===== config.mk =====
export PLATFORM = sky130hd
export DESIGN_NAME = xswitch_gen
export DESIGN_NICKNAME = d
export VERILOG_FILES = /design/src/rtl/xswitch_gen_pkg.sv /design/src/rtl/xsw_fifo.sv /design/src/rtl/xswitch_gen.sv
export SDC_FILE = /design/constraint.sdc
export NUM_CORES = 1
export LEC_CHECK = 0
export BUFFER_PORTS_ARGS = -buffer_cell sky130_fd_sc_hd__buf_2
export CORE_UTILIZATION = 60
export DETAILED_ROUTE_END_ITERATION = 6
export HOLD_SLACK_MARGIN = 0.06
export PLACE_DENSITY = 0.78
export SYNTH_ARGS = -nofsm -noshare
export SYNTH_HDL_FRONTEND = slang
export SYNTH_SLANG_ARGS = --single-unit

===== constraint.sdc =====
create_clock -name clk -period 15.03 [get_ports clk]
set_input_delay 3.006 -clock clk [delete_from_list [all_inputs] [get_ports clk]]
set_output_delay 3.006 -clock clk [all_outputs]
set_load 0.005 [all_outputs]

===== src/rtl/xswitch_gen_pkg.sv =====
// xswitch_gen_pkg: shared types and width helpers for the xswitch_gen crossbar.
package xswitch_gen_pkg;

  // Widest beat fields the switch supports (N_PORTS up to 16, DATA_W up to 64).
  // The address field keeps one spare bit so that N_PORTS itself is representable.
  localparam int unsigned MAX_AW = 5;
  localparam int unsigned MAX_DW = 64;

  typedef logic [1:0] prio_t;

  // One queued beat: destination port and payload.
  typedef struct packed {
    logic [MAX_AW-1:0] addr;
    logic [MAX_DW-1:0] data;
  } beat_t;

  // Index width for n items, never less than one bit.
  function automatic int unsigned width_for(input int unsigned n);
    return (n < 2) ? 1 : $clog2(n);
  endfunction

endpackage


===== src/rtl/xsw_fifo.sv =====
// xsw_fifo: synchronous FIFO with occupancy count and registered
// empty / full / almost-empty / almost-full flags. Head is read combinationally.
module xsw_fifo
  import xswitch_gen_pkg::*;
#(
  parameter int unsigned W      = 8,
  parameter int unsigned DEPTH  = 8,
  parameter int unsigned AE_LVL = 2,
  parameter int unsigned AF_LVL = 6
) (
  input  logic                     clk,
  input  logic                     reset,
  input  logic                     push,
  input  logic                     pop,
  input  logic [W-1:0]             din,
  output logic [W-1:0]             dout,
  output logic [width_for(DEPTH):0] count,
  output logic                     empty,
  output logic                     full,
  output logic                     ae,
  output logic                     af
);

  localparam int unsigned PW = width_for(DEPTH);
  localparam int unsigned CW = PW + 1;

  logic [W-1:0]  mem [DEPTH];
  logic [PW-1:0] wr_ptr;
  logic [PW-1:0] rd_ptr;
  logic [CW-1:0] cnt_nxt;
  logic          do_push;
  logic          do_pop;

  // A push while full is discarded even if a pop frees a slot this cycle.
  assign do_push = push & ~full;
  assign do_pop  = pop & ~empty;
  assign dout    = mem[rd_ptr];

  // Next occupancy from the accepted push/pop pair.
  always_comb begin
    cnt_nxt = count;
    case ({do_push, do_pop})
      2'b10:   cnt_nxt = count + 1'b1;
      2'b01:   cnt_nxt = count - 1'b1;
      default: cnt_nxt = count;
    endcase
  end

  // Storage write; contents need no reset.
  always_ff @(posedge clk) begin
    if (do_push) mem[wr_ptr] <= din;
  end

  // Pointers, count and flags; flags are registered from the next count.
  always_ff @(posedge clk) begin
    if (reset) begin
      wr_ptr <= '0;
      rd_ptr <= '0;
      count  <= '0;
      empty  <= 1'b1;
      full   <= 1'b0;
      ae     <= 1'b1;
      af     <= 1'b0;
    end else begin
      if (do_push) wr_ptr <= wr_ptr + 1'b1;
      if (do_pop)  rd_ptr <= rd_ptr + 1'b1;
      count <= cnt_nxt;
      empty <= (cnt_nxt == '0);
      full  <= (cnt_nxt == CW'(DEPTH));
      ae    <= (cnt_nxt <= CW'(AE_LVL));
      af    <= (cnt_nxt >= CW'(AF_LVL));
    end
  end

endmodule


===== src/rtl/xswitch_gen.sv =====
// xswitch_gen: N-port crossbar packet switch. Per-input FIFOs, per-output
// priority + round-robin arbiter feeding a one-beat output register.
// Optional macro XSWITCH_GEN_DROP_CNT_EN adds per-input saturating drop counters.
module xswitch_gen
  import xswitch_gen_pkg::*;
#(
  parameter int unsigned N_PORTS    = 4,
  parameter int unsigned DATA_W     = 8,
  parameter int unsigned FIFO_DEPTH = 8,
  parameter int unsigned AE_LVL     = 2,
  parameter int unsigned AF_LVL     = 6
) (
  input  logic                                 clk,
  input  logic                                 reset,
  input  logic [N_PORTS*DATA_W-1:0]            data_in,
  input  logic [N_PORTS*width_for(N_PORTS)-1:0] addr_in,
  input  logic [N_PORTS-1:0]                   wr_en,
  output logic [N_PORTS-1:0]                   data_rcv,
  output logic [N_PORTS-1:0]                   fifo_empty,
  output logic [N_PORTS-1:0]                   fifo_full,
  output logic [N_PORTS-1:0]                   fifo_ae,
  output logic [N_PORTS-1:0]                   fifo_af,
  output logic [N_PORTS*DATA_W-1:0]            data_out,
  output logic [N_PORTS*width_for(N_PORTS)-1:0] addr_out,
  output logic [N_PORTS-1:0]                   data_rdy,
  input  logic [N_PORTS-1:0]                   rd_en,
  input  logic [1:0]                           prio_val,
  input  logic                                 prio_wr,
  input  logic                                 port_en,
  input  logic                                 port_wr,
  input  logic [width_for(N_PORTS)-1:0]        port_sel
`ifdef XSWITCH_GEN_DROP_CNT_EN
  ,
  output logic [N_PORTS*8-1:0]                 drop_cnt
`endif
);

  localparam int unsigned AW = width_for(N_PORTS);
  localparam int unsigned BW = AW + DATA_W;
  localparam int unsigned CW = width_for(FIFO_DEPTH) + 1;

  prio_t                      prio [N_PORTS];
  logic [N_PORTS-1:0]         en;
  logic [N_PORTS-1:0]         push;
  logic [N_PORTS-1:0]         pop;
  logic [N_PORTS-1:0]         head_bad;
  logic [N_PORTS-1:0]         wr_drop;
  beat_t                      head [N_PORTS];
  logic [N_PORTS*N_PORTS-1:0] gnt_flat;

  // Configuration registers: priority and enable per port.
  always_ff @(posedge clk) begin
    if (reset) begin
      for (int unsigned p = 0; p < N_PORTS; p++) prio[p] <= '0;
      en <= '1;
    end else begin
      if (prio_wr && (MAX_AW'(port_sel) < MAX_AW'(N_PORTS))) prio[port_sel] <= prio_val;
      if (port_wr && (MAX_AW'(port_sel) < MAX_AW'(N_PORTS))) en[port_sel] <= port_en;
    end
  end

  // Input side: one FIFO per port plus head decode.
  for (genvar p = 0; p < N_PORTS; p++) begin : g_in
    logic [BW-1:0] dout;
    logic [CW-1:0] count;
    logic          unused_in;

    assign push[p]    = wr_en[p] & en[p] & ~fifo_full[p];
    assign wr_drop[p] = wr_en[p] & ~push[p];

    xsw_fifo #(
      .W      (BW),
      .DEPTH  (FIFO_DEPTH),
      .AE_LVL (AE_LVL),
      .AF_LVL (AF_LVL)
    ) u_fifo (
      .clk   (clk),
      .reset (reset),
      .push  (push[p]),
      .pop   (pop[p]),
      .din   ({addr_in[p*AW +: AW], data_in[p*DATA_W +: DATA_W]}),
      .dout  (dout),
      .count (count),
      .empty (fifo_empty[p]),
      .full  (fifo_full[p]),
      .ae    (fifo_ae[p]),
      .af    (fifo_af[p])
    );

    assign head[p] = {MAX_AW'(dout[BW-1 -: AW]), MAX_DW'(dout[DATA_W-1:0])};

    // Out-of-range heads are discarded; a disabled input keeps them frozen too.
    assign head_bad[p] = en[p] & ~fifo_empty[p] & (head[p].addr >= MAX_AW'(N_PORTS));

    assign unused_in = ^{count, head[p]};
  end

  // Pop each input that was granted by some output or holds a bad head.
  always_comb begin
    pop = head_bad;
    for (int unsigned o = 0; o < N_PORTS; o++) begin
      for (int unsigned i = 0; i < N_PORTS; i++) begin
        if (gnt_flat[o*N_PORTS + i]) pop[i] = 1'b1;
      end
    end
  end

  // Output side: arbiter and one-beat register per output.
  for (genvar o = 0; o < N_PORTS; o++) begin : g_out
    logic [N_PORTS-1:0] cand;
    logic [N_PORTS-1:0] gnt;
    logic [AW-1:0]      last;
    logic [AW-1:0]      sel;
    logic               hit;
    logic               can_load;
    prio_t              best;
    int unsigned        idx;
    logic [DATA_W-1:0]  dq;
    logic [AW-1:0]      aq;
    logic               vq;

    // Highest priority wins; ties resolved round-robin starting after the last grant.
    always_comb begin
      cand = '0;
      for (int unsigned i = 0; i < N_PORTS; i++) begin
        cand[i] = en[o] & en[i] & ~fifo_empty[i] & (head[i].addr == MAX_AW'(o));
      end
      best = '0;
      for (int unsigned i = 0; i < N_PORTS; i++) begin
        if (cand[i] && (prio[i] > best)) best = prio[i];
      end
      hit = 1'b0;
      sel = '0;
      idx = 0;
      for (int unsigned k = 1; k <= N_PORTS; k++) begin
        idx = (int'(last) + k) % N_PORTS;
        if (!hit && cand[idx] && (prio[idx] == best)) begin
          hit = 1'b1;
          sel = AW'(idx);
        end
      end
      can_load = ~vq | rd_en[o];
      gnt = '0;
      if (hit && can_load) gnt[sel] = 1'b1;
    end

    assign gnt_flat[o*N_PORTS +: N_PORTS] = gnt;

    // Output register load on grant, clear on read; pointer moves only on a grant.
    always_ff @(posedge clk) begin
      if (reset) begin
        dq   <= '0;
        aq   <= '0;
        vq   <= 1'b0;
        last <= AW'(N_PORTS - 1);
      end else if (|gnt) begin
        dq   <= head[sel].data[DATA_W-1:0];
        aq   <= sel;
        vq   <= 1'b1;
        last <= sel;
      end else if (rd_en[o]) begin
        vq <= 1'b0;
      end
    end

    assign data_out[o*DATA_W +: DATA_W] = dq;
    assign addr_out[o*AW +: AW]         = aq;
    assign data_rdy[o]                  = vq;
  end

  // Acceptance pulse one cycle after a successful push.
  always_ff @(posedge clk) begin
    if (reset) data_rcv <= '0;
    else       data_rcv <= push;
  end

`ifdef XSWITCH_GEN_DROP_CNT_EN
  for (genvar p = 0; p < N_PORTS; p++) begin : g_drop
    logic [7:0] cnt;
    logic [8:0] sum;

    // A dropped write and a discarded head can land in the same cycle.
    assign sum = {1'b0, cnt} + {8'b0, wr_drop[p]} + {8'b0, head_bad[p]};

    // Saturating drop counter.
    always_ff @(posedge clk) begin
      if (reset) cnt <= '0;
      else       cnt <= sum[8] ? 8'hFF : sum[7:0];
    end

    assign drop_cnt[p*8 +: 8] = cnt;
  end
`else
  logic unused_drop;
  assign unused_drop = ^wr_drop;
`endif

endmodule


==> Word level (Yosys, flattened, before mapping) <==
Memories as Yosys holds them, arrays and structs flattened. A register that Yosys moved wholly into a read port is not among the register bits.
Cells that the tools add are included.
{ "classes": {"eq_ne": 40, "bitwise_logic": 78, "n_reduce_logical": 82, "mux": 159, "addsub": 32, "n_lt_le_gt_ge": 55} }
{ "op_table": {"columns": ["operator", "n"], "rows": [
  ["69-bit binary-select mux with 2-bit select", 4],
  ["1-bit two-way mux", 75],
  ["2-bit two-way mux", 34],
  ["8-bit two-way mux", 8],
  ["2-bit by 3-bit less-than comparator with 1-bit output (second input constant)", 21],
  ["1-bit bitwise AND", 58],
  ["1-bit logical AND", 53],
  ["1-bit binary-select mux with 2-bit select", 16],
  ["2-bit == test", 16],
  ["4-bit case mux with 2 select lines", 4],
  ["3-bit by 1-bit adder with 3-bit output (second input constant)", 8],
  ["2-bit == test (second input constant)", 12],
  ["2-bit > comparator", 12],
  ["3-bit two-way mux", 8],
  ["5-bit logical NOT", 4],
  ["2-bit by 1-bit adder with 2-bit output (second input constant)", 8],
  ["2-bit adder (second input constant)", 8],
  ["4-bit by 1-bit adder with 4-bit output (second input constant)", 4],
  ["2-bit by 1-bit == test with 1-bit output (second input constant)", 8],
  ["4-bit == test (second input constant)", 4],
  ["4-bit by 3-bit greater-or-equal comparator with 1-bit output (second input constant)", 4],
  ["4-bit by 2-bit <= comparator with 1-bit output (second input constant)", 4],
  ["4-bit logical NOT", 4],
  ["4-bit two-way mux", 4],
  ["14 further kinds", 65]
]} }
{ "totals": {"out_inout_bits": 64, "n_memories": 5, "ff_bits": 116, "mem_bits_rw": 328, "elab_cells": 497, "in_bits": 57} }
{ "mem_list": {"columns": ["name", "words", "word_bits", "read_ports", "rd_ports_with_merged_regs", "write_ports", "line", "text"], "rows": [
  ["g_in[0].u_fifo.mem", 8, 10, 1, 1, 1, "xsw_fifo.sv:27", "logic [W-1:0] mem [DEPTH];"],
  ["g_in[1].u_fifo.mem", 8, 10, 1, 1, 1, "xsw_fifo.sv:27", null],
  ["g_in[2].u_fifo.mem", 8, 10, 1, 1, 1, "xsw_fifo.sv:27", null],
  ["g_in[3].u_fifo.mem", 8, 10, 1, 1, 1, "xsw_fifo.sv:27", null],
  ["prio", 4, 2, 20, 0, 4, "xswitch_gen.sv:42", "prio_t prio [N_PORTS];"]
]} }

==> Depth between registers and ports, before layout <==
Gate-level depths: netlist of run 1.
{ "logic_depth": {"word_depth": 42, "depth_mapped": 42, "ltp_nobuf": 39} }

==> Modules after synthesis <==
From an unflattened synthesis of run 1, not the netlist that was laid out.
{ "hier_totals": {"cells_unflattened": 1923, "area_unflattened_um2": 24069.3} }
{ "modules_own_cells": {"columns": ["module", "n_inst", "area_each_um2", "seq_area_each_um2", "cells_each"], "rows": [
  ["xsw_fifo", 4, 3831.2, 2742.6, 207],
  ["xswitch_gen", 1, 8744.6, 1601.5, 1095]
]} }

==> Least setup slack after synthesis of run 1 <==
No wires, ideal clock.
{ "synth_path": {"path_type": "reg-to-reg", "from": "register with a tool-made name", "to": "register g_in[3].u_fifo.empty", "setup_time_ns": 0.070, "path_buffers": 2, "period_less_slack_ns": 8.314, "path_stages_with_launch": 40, "arrival_ns": 8.244, "t_required_ns": 14.960, "path_slack_ns": 6.716, "cell_sequence": "dfxtp_1 mux4_2 mux2_2 nor4_2 nand3_1 ha_1 nor2b_1 o21ai_0 o2111ai_1 and2_1 ha_1 nor2b_1 o21ai_0 or4_4 buf_6 nand2_1 o21ai_0 ha_1 [... 4 more ...] nand3_1 a21oi_1 and4bb_2 or2_1 a31oi_1 o31a_1 buf_2 o22ai_4 or3_1 ha_1 xor2_1 ha_1 a21oi_1 xor2_1 nor2_1 xnor2_1 o21ai_0 a21oi_1"} }
{ "synth_lines": {"columns": ["element", "line", "text"], "rows": [
  ["end signal, assigned", "xsw_fifo.sv:68", "empty <= (cnt_nxt == '0);"],
  ["end, declared", "xsw_fifo.sv:18", "output logic empty,"]
]} }

==> results of run 1 <==
-- worst max path at each step --
stage                          from                    to  slack, ns  depth (start not counted)
after floorplan           flip-flop  g_in[3].u_fifo.empty       6.72                         39
after global placement    flip-flop     g_in[0].u_fifo.af       5.29                         39
after detailed placement  flip-flop   g_in[0].u_fifo.full       4.92                         38
after CTS                 flip-flop     g_in[0].u_fifo.ae       4.85                         39
after global routing      flip-flop     g_in[0].u_fifo.ae       4.00                         39
final                     flip-flop     g_in[0].u_fifo.ae       4.76                         39
-- state kept, by name (all words and copies together) (netlist names), named ones only --
name                cells
data_rcv                4
g_out.dq               32
g_in.u_fifo.wr_ptr     12
g_in.u_fifo.empty       4
g_in.u_fifo.ae          4
g_in.u_fifo.mem       320
g_out.last              8
en                      4
g_in.u_fifo.count      16
g_in.u_fifo.rd_ptr     12
prio                    8
g_out.aq                8
g_in.u_fifo.af          4
g_in.u_fifo.full        4
g_out.vq                4
-- placed cells by master, fill, tap and decap left out, types with 15 or more instances in the layout --
| cell type | instances |
|---|---|
| inv_1 | 33 |
| xor2_1 | 19 |
| nor3_1 | 34 |
| o21ai_0 | 77 |
| nor2b_1 | 29 |
| buf_2 | 120 |
| ha_1 | 44 |
| xnor2_1 | 33 |
| a211oi_1 | 23 |
| edfxtp_1 | 328 |
| mux4_2 | 94 |
| mux2i_1 | 87 |
| and3_1 | 15 |
| nand4_1 | 16 |
| clkbuf_16 | 51 |
| nand2_1 | 120 |
| a21oi_1 | 80 |
| nand2b_1 | 30 |
| nor2_1 | 130 |
| buf_4 | 39 |
| mux2_2 | 62 |
| dfxtp_1 | 136 |
| a31oi_1 | 16 |
| nand3_1 | 51 |
-- cell type report --
cell class / instances / share of cell area, %
well taps: 511 / 2.46
diodes: 1 / 0.00964
inverters: 35 / 0.506
clock buffers: 63 / 5.21
clock inverters: 24 / 1.21
repair buffers: 159 / 3.44
flip-flops and latches: 464 / 48.4
multi-input cells: 1238 / 38.7
-- metrics by stage --
| step | hold WS (ns) | area (sq um) |
|---|---|---|
| CTS | 0.501 | 26000 |
| global route | 0.527 | 26000 |
| global placement | 0.470 | 24300 |
| detailed placement | 0.493 | 24300 |
| finish | 0.502 | 26000 |
| floorplan | 0.459 | 23300 |
-- synth_stat cells, types with 44 or more instances --
cell      number
mux2i_1       87
ha_1          44
dfxtp_1      136
nand3_1       51
clkbuf_1      75
nor2_1       130
edfxtp_1     328
mux4_2        94
mux2_2        62
o21ai_0       77
nand2_1      120
a21oi_1       80
-- logic make-up (layout without fill, tap and decap cells) --
family	after synthesis	count (layout)	share of synthesized area (%)
flops	464	464	53.9
mux	249	249	16.2
other cells	0	1	0
compound gates	364	364	10.6
buf+inv	165	281	3.26
simple gates	528	528	11.6
fa+ha+maj	45	45	2.45
xor+xnor	52	52	1.95
-- worst register-to-register path, delay by kind of cell, from the launching register on --
family | cells | cell delay [ns]
buf+inv | 2 | 0.59
flops | 1 | 0.31
simple gates | 16 | 3.67
mux | 2 | 0.96
fa+ha+maj | 5 | 1.39
compound gates | 11 | 2.63
xor+xnor | 3 | 0.63
-- routing by layer --
layer / wire, microns / GRT usage [%] / vias up
met3: 5230 / 5.13 / 136
met4: 2280 / 12.8 / 0
met2: 28700 / 49.3 / 756
li1: - / - / 7349
met5: 0 / 0 / -
met1: 23800 / 41.1 / 8120
-- where the power goes --
group	leakage (nW)	total (mW)	internal [mW]	switching, mW
Clock	0.813	1.24	0.740	0.501
Sequential	4.09	1.63	1.49	0.141
Combinational	4.53	1.37	0.584	0.783
==> results.txt, run 1 <==
Outcome - finished with violations
Failing checks - design-rule violations
Fill cell count - 2605
Startpoint Class - flip-flop
Hold_buf cts - 0
Final ANT Viol Nets - 0
Chip Width - 199 microns
Lkg Pwr - 9.43 nW
Final Max Tran Viols - 0
Worst setup margin - 4.76 ns
WP data required - 15.53 ns
Drt first pass iters - 7
# nets final - 2047
Buffer count from post-CTS setup fixing - 0
P&R area growth vs syn - 11.3%
Tightest Pin Transition - 1.24 ns
Hold path endpoint - g_in[1].u_fifo.wr_ptr[0]
IR drop worst, VDD - 0.114 mV
Worst hold path depth - 2
Top cell family by delay on the critical path - simple AND/OR/NAND/NOR gates
Cell Rows - 71
Clock Latency Late Sink - 0.59 ns
Slowest-stage cell, CP - nor4_2
Largest stage delay, worst path - 0.61 ns
Die area - 39700 sq um
GRT Resource Usage Total - 30.5%
FMAX - 97.4 MHz
Mapped cell area - 23300 sq um
First-pass GRT wire length - 90500 microns
DR WL/cell - 24.1 microns
Reg2Reg Depth - 39
Port Buffers - 120
CP endpoint kind - flip-flop
Top cells by area, synth - edfxtp_1, dfxtp_1, mux4_2
Drt via density - 6.56
Setup-failing EPs final - 0
Total number of vias - 16361
CTS buffer count - 47
#FFs+latches synth - 464
Clock Path Buffers - 3
R2r setup slk - 4.76 ns
Critical-path maximum fanout - 22
Clk slew on worst S/H paths - 0.06 ns
Inst Count DP - 2407
Worst r2r dst - g_in[0].u_fifo.ae
Critical setup path kind - flip-flop to flip-flop
Asr flop ratio synth - 0%
Initial Utilization - 61.5%
Ys Warns - 0
Synth top area share - 42.2%
Tot Pwr - 4.24 mW
Synthesized Nets - 1969
Tmin final - 10.27 ns
Global placer's final weighted congestion - 0.953
Post_cts resized - 0
Yosys top cell by area - edfxtp_1
Most frequent CP cell - ha_1
Fin util - 68.4%
Arrival @ worst endpoint - 10.76 ns
Period utilization - 68.3%
Syn Inst Count - 1867
I/O pin cnt - 121
Finished Layout Cells - 2495
Register area share after synthesis - 53.9%
Fin. Hold Viols - 0
Hold crit path type - flip-flop to flip-flop
# DRC - 4
RSZ-0062 raised after global routing - false
Max-Cap Viols - 0
Synth unique cells - 95
Number of synthesized flops with an enable pin - 328
H-tree depth - 2
Clock root buffer - clkbuf_16
Number of global-route vias before repair - 15467
Core Region - 37900 sq um
Setup WS pre-CTS - 4.92 ns
Mean Syn Cell Area - 12.5 sq um
Clk sinks - 464
Ys flop type - edfxtp_1
Relative slew slack - 16.8%
Min-delay src - g_in[1].u_fifo.wr_ptr[0]
Power density cells - 163 nW/um^2
Die Y - 199 microns
Initial antenna violation count - 1
Fraction of layout cells with a size suffix above 1 - 21.7%
Final wirelength - 60000 microns
CP bufs+invs - 2
CTS tree - built
Fin Setup TNS - 0 ns
First DRT Iteration DRCs - 1679
Largest net degree at the start of global routing - 63
DP Wirelength - 41000 microns
Clock skew - 0.0405 ns
Multi-input combinational cell area - 10100 sq um
GRT overflow - 0
Reg area - 12600 sq um
(Power assumes the default switching activity.)
==> inputs of run 2 (changes only) <==
==> constraint.sdc (replaced) <==
create_clock -name clk -period 9.9 [get_ports clk]
set_input_delay 1.98 -clock clk [delete_from_list [all_inputs] [get_ports clk]]
set_output_delay 1.98 -clock clk [all_outputs]
set_load 0.005 [all_outputs]
==> results.txt, run 2 (synthesis results as in run 1) <==
GRT Resource Usage Total - 30.5% (about the same)
Die area - 39700 sq um (unchanged)
Clock Path Buffers - 3 (unchanged)
Largest net degree at the start of global routing - 55 (was 63)
GRT overflow - 0 (unchanged)
Largest stage delay, worst path - 0.59 ns (was 0.61 ns)
Clock root buffer - clkbuf_16 (unchanged)
Fin util - 68.6% (was 68.4%)
Clock skew - 0.0450 ns (was 0.0405 ns)
Commonest non-fill, non-tap cells in the layout - edfxtp_1, dfxtp_1, nor2_1 (unchanged)
Startpoint Class - flip-flop (unchanged)
Critical setup path kind - flip-flop to flip-flop (unchanged)
Worst hold path depth - 2 (unchanged)
Port Buffers - 120 (unchanged)
Max-Cap Viols - 0 (unchanged)
Relative slew slack - 13.3% (was 16.8%)
Final ANT Viol Nets - 0 (unchanged)
CTS tree - built (unchanged)
Reg area - 12600 sq um (unchanged)
First DRT Iteration DRCs - 1585 (was 1679)
Initial antenna violation count - 1 (unchanged)
Fin area - 26000 sq um (about the same)
# nets final - 2062 (was 2047)
Final wirelength - 59700 microns (was 60000 microns)
Period utilization - 93.1% (was 68.3%)
Largest register by flop count - g_in.u_fifo.mem (unchanged)
First-pass GRT wire length - 89700 microns (was 90500 microns)
Clock Latency Late Sink - 0.60 ns (was 0.59 ns)
Clk sinks - 464 (unchanged)
# DRC - 0 (was 4)
Initial Utilization - 61.5% (unchanged)
Finished Layout Cells - 2511 (was 2495)
R2r setup slk - 0.68 ns (was 4.76 ns)
Inst Count DP - 2421 (was 2407)
Power density cells - 245 nW/um^2 (was 163 nW/um^2)
Hold crit path type - flip-flop to flip-flop (unchanged)
Outcome - finished clean (was finished with violations)
I/O pin cnt - 121 (unchanged)
Critical-path maximum fanout - 10 (was 22)
Worst r2r dst - g_in[3].u_fifo.full (was g_in[0].u_fifo.ae)
CP endpoint kind - flip-flop (unchanged)
P&R area growth vs syn - 11.6% (was 11.3%)
Final Max Tran Viols - 0 (unchanged)
FMAX - 108 MHz (was 97.4 MHz)
Chip Width - 199 microns (unchanged)
Reg2Reg Depth - 37 (was 39)
Placement Cell Area - 24400 sq um (was 24300 sq um)
Multi-input combinational cell area - 10100 sq um (about the same)
IR drop worst, VDD - 0.205 mV (was 0.114 mV)
RSZ-0062 raised after global routing - false (unchanged)
Slowest-stage cell, CP - mux4_2 (was nor4_2)
Largest regs - g_in.u_fifo.mem (320), g_out.dq (32), g_in.u_fifo.count (16) (unchanged)
Top cell family by delay on the critical path - compound AO/OA/AOI/OAI gates (was simple AND/OR/NAND/NOR gates)
Fill cell count - 2616 (was 2605)
Cell Rows - 71 (unchanged)
CTS buffer count - 47 (unchanged)
Die Y - 199 microns (unchanged)
Drt first pass iters - 7 (unchanged)
Number of global-route vias before repair - 15548 (was 15467)
Hold_buf cts - 0 (unchanged)
Commonest non-fill, non-tap cell in the layout - edfxtp_1 (unchanged)
Most frequent CP cell - ha_1 (unchanged)
CP bufs+invs - 0 (was 2)
H-tree depth - 2 (unchanged)
Tightest Pin Transition - 1.29 ns (was 1.24 ns)
Fraction of layout cells with a size suffix above 1 - 22.5% (was 21.7%)
Largest register FFs - 320 (unchanged)
WP depth - 37 (was 39)
Total number of vias - 16256 (was 16361)
Clk slew on worst S/H paths - 0.06 ns (about the same)
WP data required - 10.41 ns (was 15.53 ns)
Drt via density - 6.47 (was 6.56)
CP endpoint - g_in[3].u_fifo.full (was g_in[0].u_fifo.ae)
DR WL/cell - 23.8 microns (was 24.1 microns)
Fin Setup TNS - 0 ns (unchanged)
WHS - 0.492 ns (was 0.502 ns)
Setup-failing EPs final - 0 (unchanged)
Core Region - 37900 sq um (unchanged)
DP Wirelength - 41000 microns (about the same)
Tmin final - 9.22 ns (was 10.27 ns)
Arrival @ worst endpoint - 9.73 ns (was 10.76 ns)
Lkg Pwr - 9.46 nW (was 9.43 nW)
Global placer's final weighted congestion - 0.917 (was 0.953)
Fin. Hold Viols - 0 (unchanged)
[run 2: cell types whose count changed in the layout (fill, tap and decap cells not counted), sizes merged]
cell / before / now
clkbuf: 63 / 66
clkinv: 16 / 15
clkinvlp: 1 / 3
bufinv: 6 / 4
buf: 159 / 174
inv: 36 / 35
[run 2: layout make-up]
cell class	instances	share of cell area, %
clock inverters	22	0.943
diodes	1	0.00962
clock buffers	66	5.07
inverters	35	0.505
repair buffers	174	3.87
flip-flops and latches	464	48.3
multi-input cells	1238	38.8
well taps	511	2.46
[run 2: worst min-delay path by stage]
stage / startpoint / endpoint / slack [ns]
final: g_in[0].u_fifo.wr_ptr[0] / g_in[0].u_fifo.wr_ptr[0] / 0.49
after global routing: g_in[0].u_fifo.wr_ptr[0] / g_in[0].u_fifo.wr_ptr[0] / 0.50
after CTS: g_in[0].u_fifo.wr_ptr[0] / g_in[0].u_fifo.wr_ptr[0] / 0.49
after detailed placement: g_in[0].u_fifo.wr_ptr[0] / g_in[0].u_fifo.wr_ptr[0] / 0.48
after global placement: g_in[0].u_fifo.wr_ptr[0] / g_in[0].u_fifo.wr_ptr[0] / 0.47
after floorplan: g_out[0].vq / g_out[0].vq / 0.46
[run 2: worst register-to-register path, delay by kind of cell, from the launching register on]
| kind | cells | cell delay [ns] |
|---|---|---|
| adder cells (fa/ha/maj) | 5 | 1.44 |
| XOR/XNOR | 3 | 0.62 |
| multiplexers | 2 | 0.92 |
| AND/OR/NAND/NOR | 12 | 2.12 |
| AO/OA/AOI/OAI | 15 | 3.55 |
| flip-flops | 1 | 0.52 |
[run 2: what timing repair did]
action	in CTS	in global routing
resized for setup	0	12
buffers inserted	0	1
setup endpoints to repair	0	15
[run 2: report_power, final]
group	total (mW)	switching (mW)	internal, mW
Clock	1.79	0.746	1.04
Sequential	2.49	0.222	2.26
Combinational	2.09	1.19	0.905
[run 2: per-layer routing]
layer	vias to the layer above	wire length [microns]	track usage, %	share of wire, %
met5	-	0	0	0
met4	0	2150	12.7	3.6
met3	118	4700	5.54	7.9
met2	675	28600	49.3	48
met1	8080	24300	40.7	41
li1	7383	-	-	-
[run 2: per-stage QoR]
step / total power, mW / setup slack (ns)
floorplan: 3.97 / 1.59
global placement: 4.49 / 0.712
detailed placement: 4.55 / 0.505
CTS: 6.34 / 0.441
global route: 6.66 / 0.0424
finish: 6.37 / 0.683
